File: config.mk
export PLATFORM = sky130hd
export DESIGN_NAME = sd_sector_server
export DESIGN_NICKNAME = d
export VERILOG_FILES = /design/src/rtl/sd_sector_server.sv
export SDC_FILE = /design/constraint.sdc
export NUM_CORES = 1
export LEC_CHECK = 0
export ABC_AREA = 1
export BUFFER_PORTS_ARGS = -buffer_cell sky130_fd_sc_hd__buf_2
export CAP_MARGIN = 30
export CORE_MARGIN = 8
export CORE_UTILIZATION = 45
export DETAILED_ROUTE_END_ITERATION = 8
export PLACE_DENSITY = 0.77
export SYNTH_ARGS = -nofsm -noshare
export SYNTH_HDL_FRONTEND = slang
export SYNTH_SLANG_ARGS = --single-unit
File: constraint.sdc
create_clock -name clk_sys -period 2.39 [get_ports clk_sys]
set_clock_uncertainty 0.05 [all_clocks]
set_input_delay 0 -clock clk_sys [delete_from_list [all_inputs] [get_ports clk_sys]]
set_output_delay 0 -clock clk_sys [all_outputs]
set_load 0.05 [all_outputs]
File: src/rtl/sd_sector_server.sv
// Sector responder for the sd_lba/sd_rd/sd_wr/sd_ack protocol, backed by a byte-wide synchronous store.
// One 512-byte sector per request; reads stream store->buffer, writes pull buffer->store.
module sd_sector_server #(
   parameter int LBA_BITS    = 4,
   parameter int START_DELAY = 2,
   parameter int STROBE_DIV  = 1
) (
   input  logic                  clk_sys,
   input  logic                  reset,
   input  logic [31:0]           sd_lba,
   input  logic                  sd_rd,
   input  logic                  sd_wr,
   output logic                  sd_ack,
   output logic [8:0]            sd_buff_addr,
   output logic [7:0]            sd_buff_dout,
   output logic                  sd_buff_wr,
   input  logic [7:0]            sd_buff_din,
   output logic [LBA_BITS+8:0]   store_addr,
   output logic                  store_we,
   output logic [7:0]            store_d,
   input  logic [7:0]            store_q,
   output logic                  range_err
);

   localparam int SW = $clog2(START_DELAY) + 1;
   localparam int DW = $clog2(STROBE_DIV) + 1;
   localparam logic [SW-1:0] SD_LAST  = SW'(START_DELAY - 1);
   localparam logic [DW-1:0] DIV_LAST = DW'(STROBE_DIV - 1);

   typedef enum logic [1:0] {IDLE, SETUP, XFER, DONE} state_t;
   state_t state, state_nx;

   logic [LBA_BITS-1:0] lba_q;
   logic                is_rd;
   logic                in_rng;
   logic [SW-1:0]       dly_cnt;
   logic [DW-1:0]       div_cnt;
   logic [8:0]          idx;
   logic                issue_done;
   logic                v1, v2;
   logic [8:0]          i1, i2;
   logic                stb, stb_last;

   logic out_rng, accept, setup_end, issue, finish;

   assign out_rng   = |(sd_lba >> LBA_BITS);
   assign accept    = (state == IDLE) && (sd_rd || sd_wr);
   assign setup_end = (state == SETUP) && (dly_cnt == SD_LAST);
   assign issue     = (state == XFER) && (div_cnt == '0) && !issue_done;
   assign finish    = (state == XFER) && stb && stb_last;

   always_ff @(posedge clk_sys or posedge reset) begin
      if (reset) state <= IDLE;
      else       state <= state_nx;
   end

   always_comb begin
      state_nx = state;
      case (state)
         IDLE:    if (sd_rd || sd_wr) state_nx = SETUP;
         SETUP:   if (dly_cnt == SD_LAST) state_nx = XFER;
         XFER:    if (stb && stb_last) state_nx = DONE;
         DONE:    state_nx = IDLE;
         default: state_nx = IDLE;
      endcase
   end

   // Each issued index travels a 2-stage pipe (v1, v2) so read and write strobes
   // land at the same offset: store/buffer address in stage 1, data sampled at end of stage 2.
   always_ff @(posedge clk_sys or posedge reset) begin
      if (reset) begin
         sd_ack       <= 1'b0;
         sd_buff_addr <= '0;
         sd_buff_dout <= '0;
         sd_buff_wr   <= 1'b0;
         store_addr   <= '0;
         store_we     <= 1'b0;
         store_d      <= '0;
         range_err    <= 1'b0;
         lba_q        <= '0;
         is_rd        <= 1'b0;
         in_rng       <= 1'b0;
         dly_cnt      <= '0;
         div_cnt      <= '0;
         idx          <= '0;
         issue_done   <= 1'b0;
         v1           <= 1'b0;
         v2           <= 1'b0;
         i1           <= '0;
         i2           <= '0;
         stb          <= 1'b0;
         stb_last     <= 1'b0;
      end else begin
         range_err  <= 1'b0;
         sd_buff_wr <= 1'b0;
         store_we   <= 1'b0;
         stb        <= 1'b0;
         v1         <= issue;
         v2         <= v1;
         i2         <= i1;

         if (accept) begin
            lba_q     <= sd_lba[LBA_BITS-1:0];
            is_rd     <= sd_rd;
            in_rng    <= ~out_rng;
            range_err <= out_rng;
            dly_cnt   <= '0;
         end

         if (state == SETUP) dly_cnt <= dly_cnt + 1'b1;

         if (setup_end) begin
            sd_ack     <= 1'b1;
            div_cnt    <= '0;
            idx        <= '0;
            issue_done <= 1'b0;
         end

         if (state == XFER) div_cnt <= (div_cnt == DIV_LAST) ? '0 : div_cnt + 1'b1;

         if (issue) begin
            i1         <= idx;
            idx        <= idx + 1'b1;
            issue_done <= (idx == 9'd511);
            if (!is_rd)      sd_buff_addr <= idx;
            else if (in_rng) store_addr   <= {lba_q, idx};
         end

         if (v2) begin
            stb      <= 1'b1;
            stb_last <= (i2 == 9'd511);
            if (is_rd) begin
               sd_buff_addr <= i2;
               sd_buff_dout <= in_rng ? store_q : 8'hFF;
               sd_buff_wr   <= 1'b1;
            end else begin
               store_d <= sd_buff_din;
               if (in_rng) begin
                  store_addr <= {lba_q, i2};
                  store_we   <= 1'b1;
               end
            end
         end

         if (finish) sd_ack <= 1'b0;
      end
   end

endmodule

-- Yosys cells after proc, flatten, opt, wreduce, memory -nomap -nowiden
Index checks and enable logic that the tools add are counted.
- bits in registers: 85
- latch bits: 0
- RAM bits: 0
- bits in read-only memories: 0
- bits of input ports: 52
- output and inout bits: 42
- word-level logic and storage cells: 87
- memories kept: 0
- $add $sub $neg: 3
- multiply operators: 0
- div/mod/pow operators: 0
- $lt $le $gt $ge: 0
- equal/unequal tests: 9
- shift operators: 0
- muxes and demuxes: 32
- bitwise operators: 3
- reductions and logical operators: 18
- operators with widths (cell ; count):
    $mux W13 ; 6
    $mux W9 ; 6
    $reduce_or A28 Y1 ; 1
    $eq A9 B9 Y1 const B ; 2
    $mux W1 ; 13
    $mux W2 ; 5
    $add A9 B1 Y9 const B ; 1
    $mux W8 ; 1
    $pmux W2 S4 ; 1
    $reduce_bool A2 Y1 ; 4
    $logic_and A1 B1 Y1 ; 7
    $eq A2 B1 Y1 const B ; 2
    $eq A2 B2 Y1 const B ; 2
    $ne A2 B1 Y1 const B ; 2
    $reduce_and A2 Y1 ; 2
    $not A1 Y1 ; 3
    $reduce_and A3 Y1 ; 1
    $add A2 B1 Y2 const B ; 1
    $logic_not A2 Y1 ; 1
    $ne A2 B2 Y1 const B ; 1
    $add A1 B1 Y1 const B ; 1
    $logic_not A1 Y1 ; 1
    $logic_or A1 B1 Y1 ; 1

-- Longest topological paths before layout
Gate-level depths: netlist of the first run.
- depth in word-level cells: 7
- gate-level depth with buffers: 10
- gate-level depth less buffers: 9

-- Least setup slack after synthesis of the first run
Ideal clock, no wire load.
- path type: register to register
- start: register state[0]
- end: register sd_buff_addr[8]
- library setup time: 0.116 ns
- arrival: 1.342 ns
- data required time: 2.224 ns
- path slack: 0.882 ns
- cell stages (with the launch flop): 11
- buffers on the path: 1
- period minus slack after synthesis: 1.508 ns
- cells stage by stage: dfrtp_1 inv_1 ha_1 inv_2 nor2_8 nand2_4 buf_6 nand2_2 o21ai_2 o21ai_2 inv_1
- word-level cells in the longest chain between the ends: 6
- ends and longest elaborated chain (item ; line ; RTL):
    start, declared ; 31 ; state_t state, state_nx;
    start signal, assigned ; 54 ; else state <= state_nx;
    $eq A2 B2 Y1 (*) ; 49 ; assign issue = (state == XFER) && (div_cnt == '0) && !issue_done;
    $logic_and A1 B1 Y1 (*) (2 in a row) ; 49 ;
    $mux W9 (*) ; 121 ; if (issue) begin
    $mux W9 ; 132 ; if (is_rd) begin
    $mux W9 (*) ; 129 ; if (v2) begin
    end signal, assigned ; 125 ; if (!is_rd) sd_buff_addr <= idx;
    end signal, assigned ; 133 ; sd_buff_addr <= i2;
    end, declared ; 14 ; output logic [8:0] sd_buff_addr,
Every way passes the cells marked *; elsewhere a longest branch is shown, timed or not.
A chain may end at the register's enable or synchronous reset.

-- Worst setup path in the final report of the first run
- start: input port sd_lba[28]
- end: register in_rng
- word-level cells in the longest chain between the ends: 2
- ends and longest elaborated chain (item ; line ; RTL):
    start, declared ; 10 ; input logic [31:0] sd_lba,
    $reduce_or A28 Y1 ; 46 ; assign out_rng = |(sd_lba >> LBA_BITS);
    $not A1 Y1 ; 105 ; in_rng <= ~out_rng;
    end signal, assigned ; 105 ;
    end, declared ; 35 ; logic in_rng;
No other way between the ends.

==> flow_metrics.tcl, run 1 <==
set metrics [dict create \
    port_buffers 93 \
    start_util_pct 45.5 \
    cp_top_family "buffers and inverters" \
    slew_violations 0 \
    rsz0062_at_grt "false" \
    fin_tns_setup_ns 0 \
    synth_top_area_share_pct 57.4 \
    synth_cell_type_count 29 \
    grt_overflow 0 \
    wl_per_cell_microns 14.7 \
    finalHoldViolations 0 \
    die_area_sq_mm 0.0113 \
    antenna_found_initial 0 \
    cts-buffers-inserted 9 \
    synth_enable_flop_cells 0 \
    insertion_delay_ns 0.36 \
    grt_start_max_net_pins 32 \
    critical_path.cell_chain "dlygate4sd3_1 > buf_2 > nor2_1 > dlygate4sd3_1 > nand2_1 > dlygate4sd3_1 > nor2_1 > nand3_1 > nand2_1" \
    post-synth-top-count-cell "nand2_1" \
    max_stage_delay_ns 0.54 \
    cts_tree "built" \
    post_cts_resized 0 \
    drcViolationCount 0 \
    relSlewSlack_pct 64.1 \
    setup_viol 0 \
    die_w_microns 106 \
    postSynth.asyncResetShare_pct 100 \
    synth_top_area_cell "dfrtp_1" \
    drtIter0Drc 311 \
    outcome "complete, no violations" \
    hpwlAfterDp_microns 6620 \
    synth.ff_latch_count 84 \
    hp-start "sd_lba[9]" \
    seq_area_frac_synth_pct 57.4 \
    syn_avg_cell_area_sq_um 8.91 \
    clock.fmax_mhz 523 \
    max_slew.worst_pin.slew_ns 0.537 \
    cp-start-kind "input pin" \
    period_needed_ns 1.91 \
    final_cells 651 \
    pre_cts_ws_ns 0.541 \
    ios 94 \
    p_per_area_mw_per_mm2 1200 \
    vias_per_cell 4.89 \
    arrival_ns 2.16 \
    die_y_microns 106 \
    criticalPathCategory "in -> reg" \
    startpoint "sd_lba[28]" \
    cts_buffer_depth 2 \
    dp_cells 605 \
    drive_above_1_share_pct 24.0 \
    timing.rr.start "state[0]" \
    cpMostUsedCell "dlygate4sd3_1" \
    synth_area_leaders "dfrtp_1 (57%), nand2_1 (12%), inv_1 (4.8%)" \
    hp-class "in -> reg" \
    grt_usage_pct 17.5 \
    design_area_sq_mm 0.00477 \
    postSynthCellCount 411 \
    cp_num_buf_inv 4 \
    finalCoreUtilization_pct 59.2 \
    max_cap_violations 0 \
    nets 600 \
    placed_area_sq_mm 0.00422 \
    core_area_sq_mm 0.00805 \
    area_growth_pct 30.2 \
    clkTransAtPathRegs_ns 0.08 \
    netlist_top_cells_count "nand2_1 (118), dfrtp_1 (84), inv_1 (47)" \
    ant_nets 0 \
    period_share_pct 80.1 \
    nFillCells 661 \
    diodes 0 \
    end_kind "flip-flop" \
    leakagePower_uw 0.00260 \
    cp.required_ns 2.63 \
    vias 3182 \
    grt_pass1_vias 3198 \
    syn-num-nets 470 \
    critPathMaxFanout 2 \
    cpMaxStageDelayCell "dlygate4sd3_1" \
    synthFlopType "dfrtp_1" \
    h-tree-depth 3 \
    drt-pass1-iter-count 4 \
    rows 33 \
    cts-root-buf "clkbuf_8" \
    grt_first_pass_wirelength_microns 15900 \
    numClockSinks 84 \
    wl_microns 9580 \
    netlist_area_sq_mm 0.00366 \
    worst_slack_ns 0.476 \
    synth_warnings 0 \
    gp_congestion 0.878 \
    ir_drop_v 0.000590 \
]
-- cells in the final DEF, fill, tap and decap left out, types with 2 or more instances in the layout --
master / synthesis / routed
buf_2: 2 / 93
a21oi_1: 11 / 11
ha_1: 7 / 7
dlygate4sd3_1: 0 / 30
o211ai_1: 2 / 2
nand3_1: 20 / 20
o22ai_1: 2 / 2
nor2_1: 40 / 40
clkbuf_8: 0 / 10
nor2_8: 2 / 2
o21ai_1: 6 / 6
dfrtp_1: 84 / 84
bufinv_16: 0 / 3
and2_1: 2 / 2
a22oi_1: 4 / 4
a31oi_1: 4 / 4
nand4_1: 2 / 2
buf_4: 1 / 5
clkinv_2: 0 / 2
nand2_1: 118 / 118
o21ai_0: 34 / 34
inv_2: 5 / 5
inv_1: 47 / 46
o21ai_2: 3 / 3
nand2_4: 3 / 3
-- worst min-delay path, cell delays in order --
cell	delay, ns
buf_2	0.07
inv_1	0.03
nand2_1	0.04
nor2_1	0.04
nand2_1	0.04
nor2_1	0.05
nand3_1	0.06
nand2_1	0.04
-- flip-flops by register name (all words and copies together) (netlist names) --
register	count
sd_ack	1
stb	1
idx	9
store_d	8
lba_q	4
range_err	1
is_rd	1
issue_done	1
v1	1
sd_buff_dout	8
i1	9
stb_last	1
state	2
sd_buff_addr	9
v2	1
i2	9
sd_buff_wr	1
store_addr	13
dly_cnt	2
store_we	1
in_rng	1
-- cell type report --
cell class | instances | area (sq um) | area share, %
clock buffers | 10 | 138 | 2.89
clock inverters | 6 | 111 | 2.34
inverters | 53 | 203 | 4.25
multi-input cells | 265 | 1280 | 26.8
flip-flops and latches | 84 | 2100 | 44.1
well taps | 105 | 131 | 2.76
repair buffers | 128 | 803 | 16.8
-- cells by family (layout without fill, tap and decap cells) --
| kind of cell | Yosys count | in the layout | synth area share, % |
|---|---|---|---|
| buf+inv | 62 | 197 | 7.62 |
| compound gates | 69 | 69 | 10.6 |
| fa+ha+maj | 7 | 7 | 2.39 |
| simple gates | 189 | 189 | 21.9 |
| flops | 84 | 84 | 57.4 |
-- power breakdown --
part           switching, uW  internal, uW  total (uW)
logic                   1710           637        2340
clock network            511           722        1230
registers                285          1840        2120
total                   2500          3200        5700
-- routing by layer --
layer	share of wire (%)	global-route usage [%]	vias to the layer above
li1	-	-	1561
met1	42	22.1	1512
met2	50	28.6	100
met3	7.4	4.48	9
met4	0.86	6.03	0
met5	0	0	-
-- path summary, 6_finish.rpt --
check | to | depth (start not counted) | slack (ns)
min in group asynchronous | lba_q[1] | 3 | 0.18
max in group asynchronous | store_addr[10] | 4 | 1.45
hold reg to reg | v2 | 0 | 0.31
hold / removal | in_rng | 8 | 0.01
setup / recovery | in_rng | 9 | 0.48
setup reg to reg | lba_q[2] | 7 | 0.48
-- metrics by stage --
stage               hold slack (ns)  power (uW)
floorplan                    0.0596        3800
global placement           -0.00779        4290
detailed placement           0.0104        4360
CTS                         0.00318        5710
global route                 0.0320        6050
finish                       0.0112        5700
-- what timing repair did --
item,in CTS,in global routing
hold endpoints to repair,51,0
hold buffers,30,0
setup buffers,0,0
Note: power is estimated with default switching activity, not from simulation.
==> inputs of run 2 (changes only) <==
Settings changed: ABC_AREA 1 to 0, PLACE_DENSITY 0.77 to 0.78.
Clock period 2.39 ns to 1.65 ns, I/O delays scaled along.
==> run 2 against run 1 <==
  * The run now ends with negative setup slack left
  * Count of clock-buffer cells in the layout up 2
  * Critical path depth down 5
  * Die area down 3.5%
  * Critical path type is now reg -> reg
  * Largest power group unchanged
  * Sequential share of layout area down 2.7 points
  * Worst setup slack worse by 0.58 ns
  * Design area up 6.4%
  * Non-clock buffer count up 48
==> flow_metrics.tcl, run 2 <==
set metrics [dict create \
    outcome "finished, violations left" \
    violations "negative setup slack" \
    hp-class "in -> reg" \
    fin_hold_ws_ns 0.0823 \
    rsz0062_at_grt "true" \
    drcViolationCount 0 \
    finalHoldViolations 0 \
    synth_enable_flop_cells 0 \
    cpMaxStageDelayCell "dfrtp_1" \
    max_slew.worst_pin.slew_ns 0.676 \
    synth_area_leaders "dfrtp_1 (60%), mux2_2 (5.8%), mux2i_1 (4.6%)" \
    timing.rr.start "state[1]" \
    postSynth.asyncResetShare_pct 100 \
    h-tree-depth 3 \
    max_stage_delay_ns 0.44 \
    grt_pass1_vias 3313 \
    synthFlopType "dfrtp_1" \
    die_area_sq_mm 0.0109 \
    hpwlAfterDp_microns 6210 \
    leakagePower_uw 0.00259 \
    intPower_uw 4580 \
    antenna_found_initial 2 \
    top_usage_layer "met2" \
    cts_tree "built" \
    end_kind "flip-flop" \
    port_buffers 93 \
    critical_path.cell_chain "ha_4 > buf_6 > a222oi_1 > mux2_2" \
    drive_above_1_share_pct 37.0 \
    ir_drop_v 0.000911 \
    postSynthCellCount 307 \
    clockPowerShare_pct 17.8 \
    rows 32 \
    p_sw_share_pct 40.4 \
    largest_register_ffs 13 \
    synth.ff_latch_count 84 \
    wl_per_cell_microns 18.2 \
    cts-root-buf "clkbuf_8" \
    final_cells 590 \
    area_growth_pct 44.5 \
    synth_top_area_cell "dfrtp_1" \
    cp.required_ns 1.83 \
    post-synth-top-count-cell "dfrtp_1" \
    die_y_microns 104 \
    grt_start_max_net_pins 32 \
    cp.depth 4 \
    slew_violations 0 \
    netlist_area_sq_mm 0.00351 \
    nets 538 \
    cts-buffers-inserted 9 \
    syn_avg_cell_area_sq_um 11.4 \
    insertion_delay_ns 0.36 \
    cp_top_family "flip-flops" \
    drt-pass1-iter-count 4 \
    ant_nets 0 \
    grt_usage_pct 18.4 \
    finalCoreUtilization_pct 66.3 \
    grt_use_met2_pct 32.3 \
    p_comb_share_pct 44.6 \
    pre_cts_ws_ns -0.0771 \
    gp_congestion 0.827 \
    p_sw_uw 3100 \
    grt_overflow 0 \
    criticalPathCategory "reg -> reg" \
    synth_cell_type_count 43 \
    arrival_ns 1.93 \
    wl_microns 10700 \
    endpoint "state[1]" \
    startpoint "state[1]" \
    period_needed_ns 1.75 \
    clock.fmax_mhz 571 \
    r2r_slack_ns -0.10 \
    p_per_area_mw_per_mm2 1510 \
    relSlewSlack_pct 54.9 \
    start_util_pct 45.9 \
    core_area_sq_mm 0.00765 \
    synth_top_area_share_pct 59.9 \
    seq_area_frac_synth_pct 59.9 \
    use_met3_pct 4.28 \
    syn-num-nets 366 \
    vias 3123 \
    worst_slack_ns -0.103 \
    final_cell_mix "buf_2 (93), dfrtp_1 (84), dlygate4sd3_1 (50)" \
    rr_worst_depth 4 \
    netlist_top_cells_count "dfrtp_1 (84), nand2_1 (40), nor2_1 (25)" \
    cp_num_buf_inv 1 \
    max_cap_violations 0 \
    global_route.usage.met1_pct 19.0 \
    drtIter0Drc 230 \
    numClockSinks 84 \
    layout_commonest_cell "buf_2" \
    clkTransAtPathRegs_ns 0.09 \
    critPathMaxFanout 4 \
    period_share_pct 106 \
    r2r_end "state[1]" \
    ios 94 \
    cp-start-kind "flip-flop" \
    seq_power_share_pct 37.6 \
    grt_first_pass_wirelength_microns 16200 \
    dp_cells 514 \
    largest_register "store_addr" \
    setup_viol 7 \
    die_w_microns 104 \
    vias_per_cell 5.29 \
    synth_warnings 0 \
    cts_buffer_depth 2 \
]
## run 2: tightest hold or removal path: cells and delay by family
family	cells	cell delay, ns
compound gates	1	0.16
buf+inv	1	0.09
simple gates	2	0.21
## run 2: power by group through the flow
stage                     clock (uW)  combinational (uW)  sequential, uW
after floorplan                    0                1380            3620
after global placement             0                2970            2870
after CTS                       1400                3220            2860
after detailed placement           0                3040            2890
final                           1370                3420            2890
after global routing            1480                3670            2940
## run 2: logic make-up after synthesis
group | after synthesis | share of synthesized area [%]
compound gates | 47 | 8.83
fa+ha+maj | 7 | 2.49
buf+inv | 33 | 4.60
flops | 84 | 59.9
mux | 34 | 10.3
simple gates | 102 | 13.9
## run 2: how the worst min path moves through the flow
stage                     slack, ns            end  cells past startpoint  startpoint
after floorplan                0.06          is_rd                      2       sd_rd
after global placement         0.08      range_err                      2       reset
after detailed placement       0.09  store_addr[9]                      2       reset
after CTS                      0.05      range_err                      4       sd_wr
after global routing           0.09      range_err                      4       sd_wr
final                          0.08      range_err                      4       sd_wr
## run 2: area by class of cell
type | instances | area, sq um
Sequential cell | 84 | 2100
Clock inverter | 4 | 31.3
Tap cell | 102 | 128
Clock buffer | 12 | 155
Multi-Input combinational cell | 190 | 1330
Timing Repair Buffer | 176 | 1230
Fill cell | 525 | 2570
Antenna cell | 4 | 10.0
Inverter | 18 | 85.1
## run 2: routing by layer
layer / vias up / routed length (microns)
li1: 1425 / -
met1: 1496 / 4010
met2: 155 / 5390
met3: 47 / 687
met4: 0 / 618
met5: - / 0
## run 2: metrics by stage
| step | setup TNS, ns | total power, uW | instance area (sq um) |
|---|---|---|---|
| finish | -0.277 | 7680 | 5070 |
| global route | -1.31 | 8080 | 5070 |
| CTS | -0.0567 | 7480 | 4960 |
| detailed placement | -0.244 | 5930 | 4260 |
| global placement | -0.0466 | 5840 | 4260 |
| floorplan | -0.152 | 5000 | 3530 |
## run 2: repair_timing
item	in CTS	in global routing
hold endpoints to repair	51	1
resized for setup	6	12
setup buffers	2	4
gates cloned	0	0
pin swaps	5	4
hold buffers	48	3
endpoints found under the setup margin	5	21
==> inputs of run 3 (changes only) <==
Settings changed: CELL_PAD_IN_SITES_DETAIL_PLACEMENT set to 2, CELL_PAD_IN_SITES_GLOBAL_PLACEMENT set to 2, CORE_UTILIZATION 45 to 30, PLACE_DENSITY 0.78 to 0.81, SETUP_SLACK_MARGIN set to 0.05.
==> run 3 against run 2 <==
  * The run still ends with negative setup slack left
  * Count of clock-buffer cells in the layout is 1 higher
  * Worst setup slack worse by 0.13 ns
  * Hold slack better by 0.0086 ns
  * Sequential power is 8.0% higher
  * Critical path type unchanged
  * Critical endpoint is now i1[4]
  * Highest routed layer unchanged
==> flow_metrics.tcl, run 3 (synthesized netlist as in run 2, its figures left out) <==
set metrics [dict create \
    outcome "finished, violations left" \
    violations "negative setup slack" \
    ir_drop_v 0.00148 \
    die_y_microns 124 \
    final_cell_mix "buf_2 (93), dfrtp_1 (83), dlygate4sd3_1 (50)" \
    hp-class "in -> reg" \
    setup_viol 30 \
    p_total_uw 10100 \
    start_util_pct 30.8 \
    cts_tree "built" \
    leakagePower_uw 0.00275 \
    max_slew.worst_pin.slew_ns 0.810 \
    fin_hold_ws_ns 0.0910 \
    gp_congestion 0.750 \
    cp-start-kind "flip-flop" \
    hpwlAfterDp_microns 8880 \
    die_w_microns 124 \
    numClockSinks 84 \
    nFillCells 1100 \
    fin_tns_setup_ns -3.96 \
    grt_first_pass_wirelength_microns 27500 \
    critPathMaxFanout 8 \
    period_needed_ns 1.88 \
    end_kind "flip-flop" \
    rows 39 \
    max_cap_violations 0 \
    clkTransAtPathRegs_ns 0.08 \
    clock.fmax_mhz 531 \
    seqCellArea_sq_mm 0.00210 \
    grt_pass1_vias 4045 \
    slew_violations 0 \
    largest_register_ffs 13 \
    period_share_pct 114 \
    core_area_sq_mm 0.0114 \
    cts-buffers-inserted 9 \
    h-tree-depth 3 \
    cts_buffer_depth 2 \
    nets 556 \
    wl_per_cell_microns 33.6 \
    drive_above_1_share_pct 43.0 \
    multi_input_area_sq_mm 0.00149 \
    cp.required_ns 1.78 \
    ios 94 \
    port_buffers 93 \
    ant_nets 0 \
    arrival_ns 2.02 \
    area_growth_pct 59.9 \
    worst_slack_ns -0.234 \
    relSlewSlack_pct 45.9 \
    p_per_area_mw_per_mm2 1800 \
    vias_per_cell 5.63 \
    criticalPathCategory "reg -> reg" \
    finalCoreUtilization_pct 49.2 \
    insertion_delay_ns 0.36 \
    grt_overflow 0 \
    drcViolationCount 0 \
    vias 3639 \
    drt-pass1-iter-count 4 \
    grt_usage_pct 23.4 \
    antenna_found_initial 1 \
    finalHoldViolations 0 \
    layout_commonest_cell "buf_2" \
    grt_start_max_net_pins 30 \
    rsz0062_at_grt "true" \
    die_area_sq_mm 0.0154 \
    cts-root-buf "clkbuf_16" \
    drtIter0Drc 301 \
    wl_microns 21700 \
    largest_register "store_addr" \
]
-- run 3: repair_timing --
item	CTS	global route
buffers inserted	9	14
gates resized for setup	26	38
pin swaps	14	13
endpoints found under the hold margin	48	0
hold buffers	50	0
endpoints found under the setup margin	41	29
cloned	1	0
-- run 3: final cells by class --
cell class	count	area share, %
diodes	1	0.0446
clock buffers	13	4.81
clock inverters	3	1.20
inverters	18	1.56
multi-input cells	190	26.6
flip-flops and latches	84	37.5
well taps	143	3.19
repair buffers	194	25.1
-- run 3: stage by stage --
| step | cells | instance area [sq um] | worst slack [ns] |
|---|---|---|---|
| 6_report | 646 | 5620 | -0.234 |
| 5_1_grt | 646 | 5620 | -0.308 |
| 4_1_cts | 634 | 5370 | -0.0583 |
| 3_5_place_dp | 558 | 4350 | -0.124 |
| 3_3_place_gp | 558 | 4350 | 0.00586 |
| 2_1_floorplan | 307 | 3530 | -0.0517 |
-- run 3: final timing paths --
path | from | to | slack (ns) | cells after the start
min in group asynchronous | reset | sd_buff_dout[3] | 0.30 | 3
max in group asynchronous | reset | i1[6] | 0.61 | 4
worst min-delay path | sd_wr | lba_q[2] | 0.09 | 3
worst max-delay path | state[0] | i1[4] | -0.23 | 5
worst max register to register | state[0] | i1[4] | -0.23 | 5
worst min register to register | v1 | v2 | 0.32 | 0
-- run 3: metal layers --
layer / vias up / track usage, % / wire, microns
li1: 1457 / - / -
met1: 1911 / 25.3 / 7980
met2: 208 / 43.5 / 11500
met3: 63 / 4.26 / 1170
met4: 0 / 10.1 / 1070
met5: - / 0 / 0
-- run 3: critical path: stages (launching register included) --
cell      delay (ns)
dfrtp_1         0.42
inv_2           0.10
ha_4            0.18
nand2b_2        0.20
buf_4           0.24
o21ai_0         0.52
-- run 3: power breakdown --
part | switching [uW] | internal [uW] | leakage (uW)
clock network | 981 | 1460 | 0.000162
registers | 558 | 2560 | 0.00106
logic | 2750 | 1830 | 0.00153
total | 4290 | 5850 | 0.00275
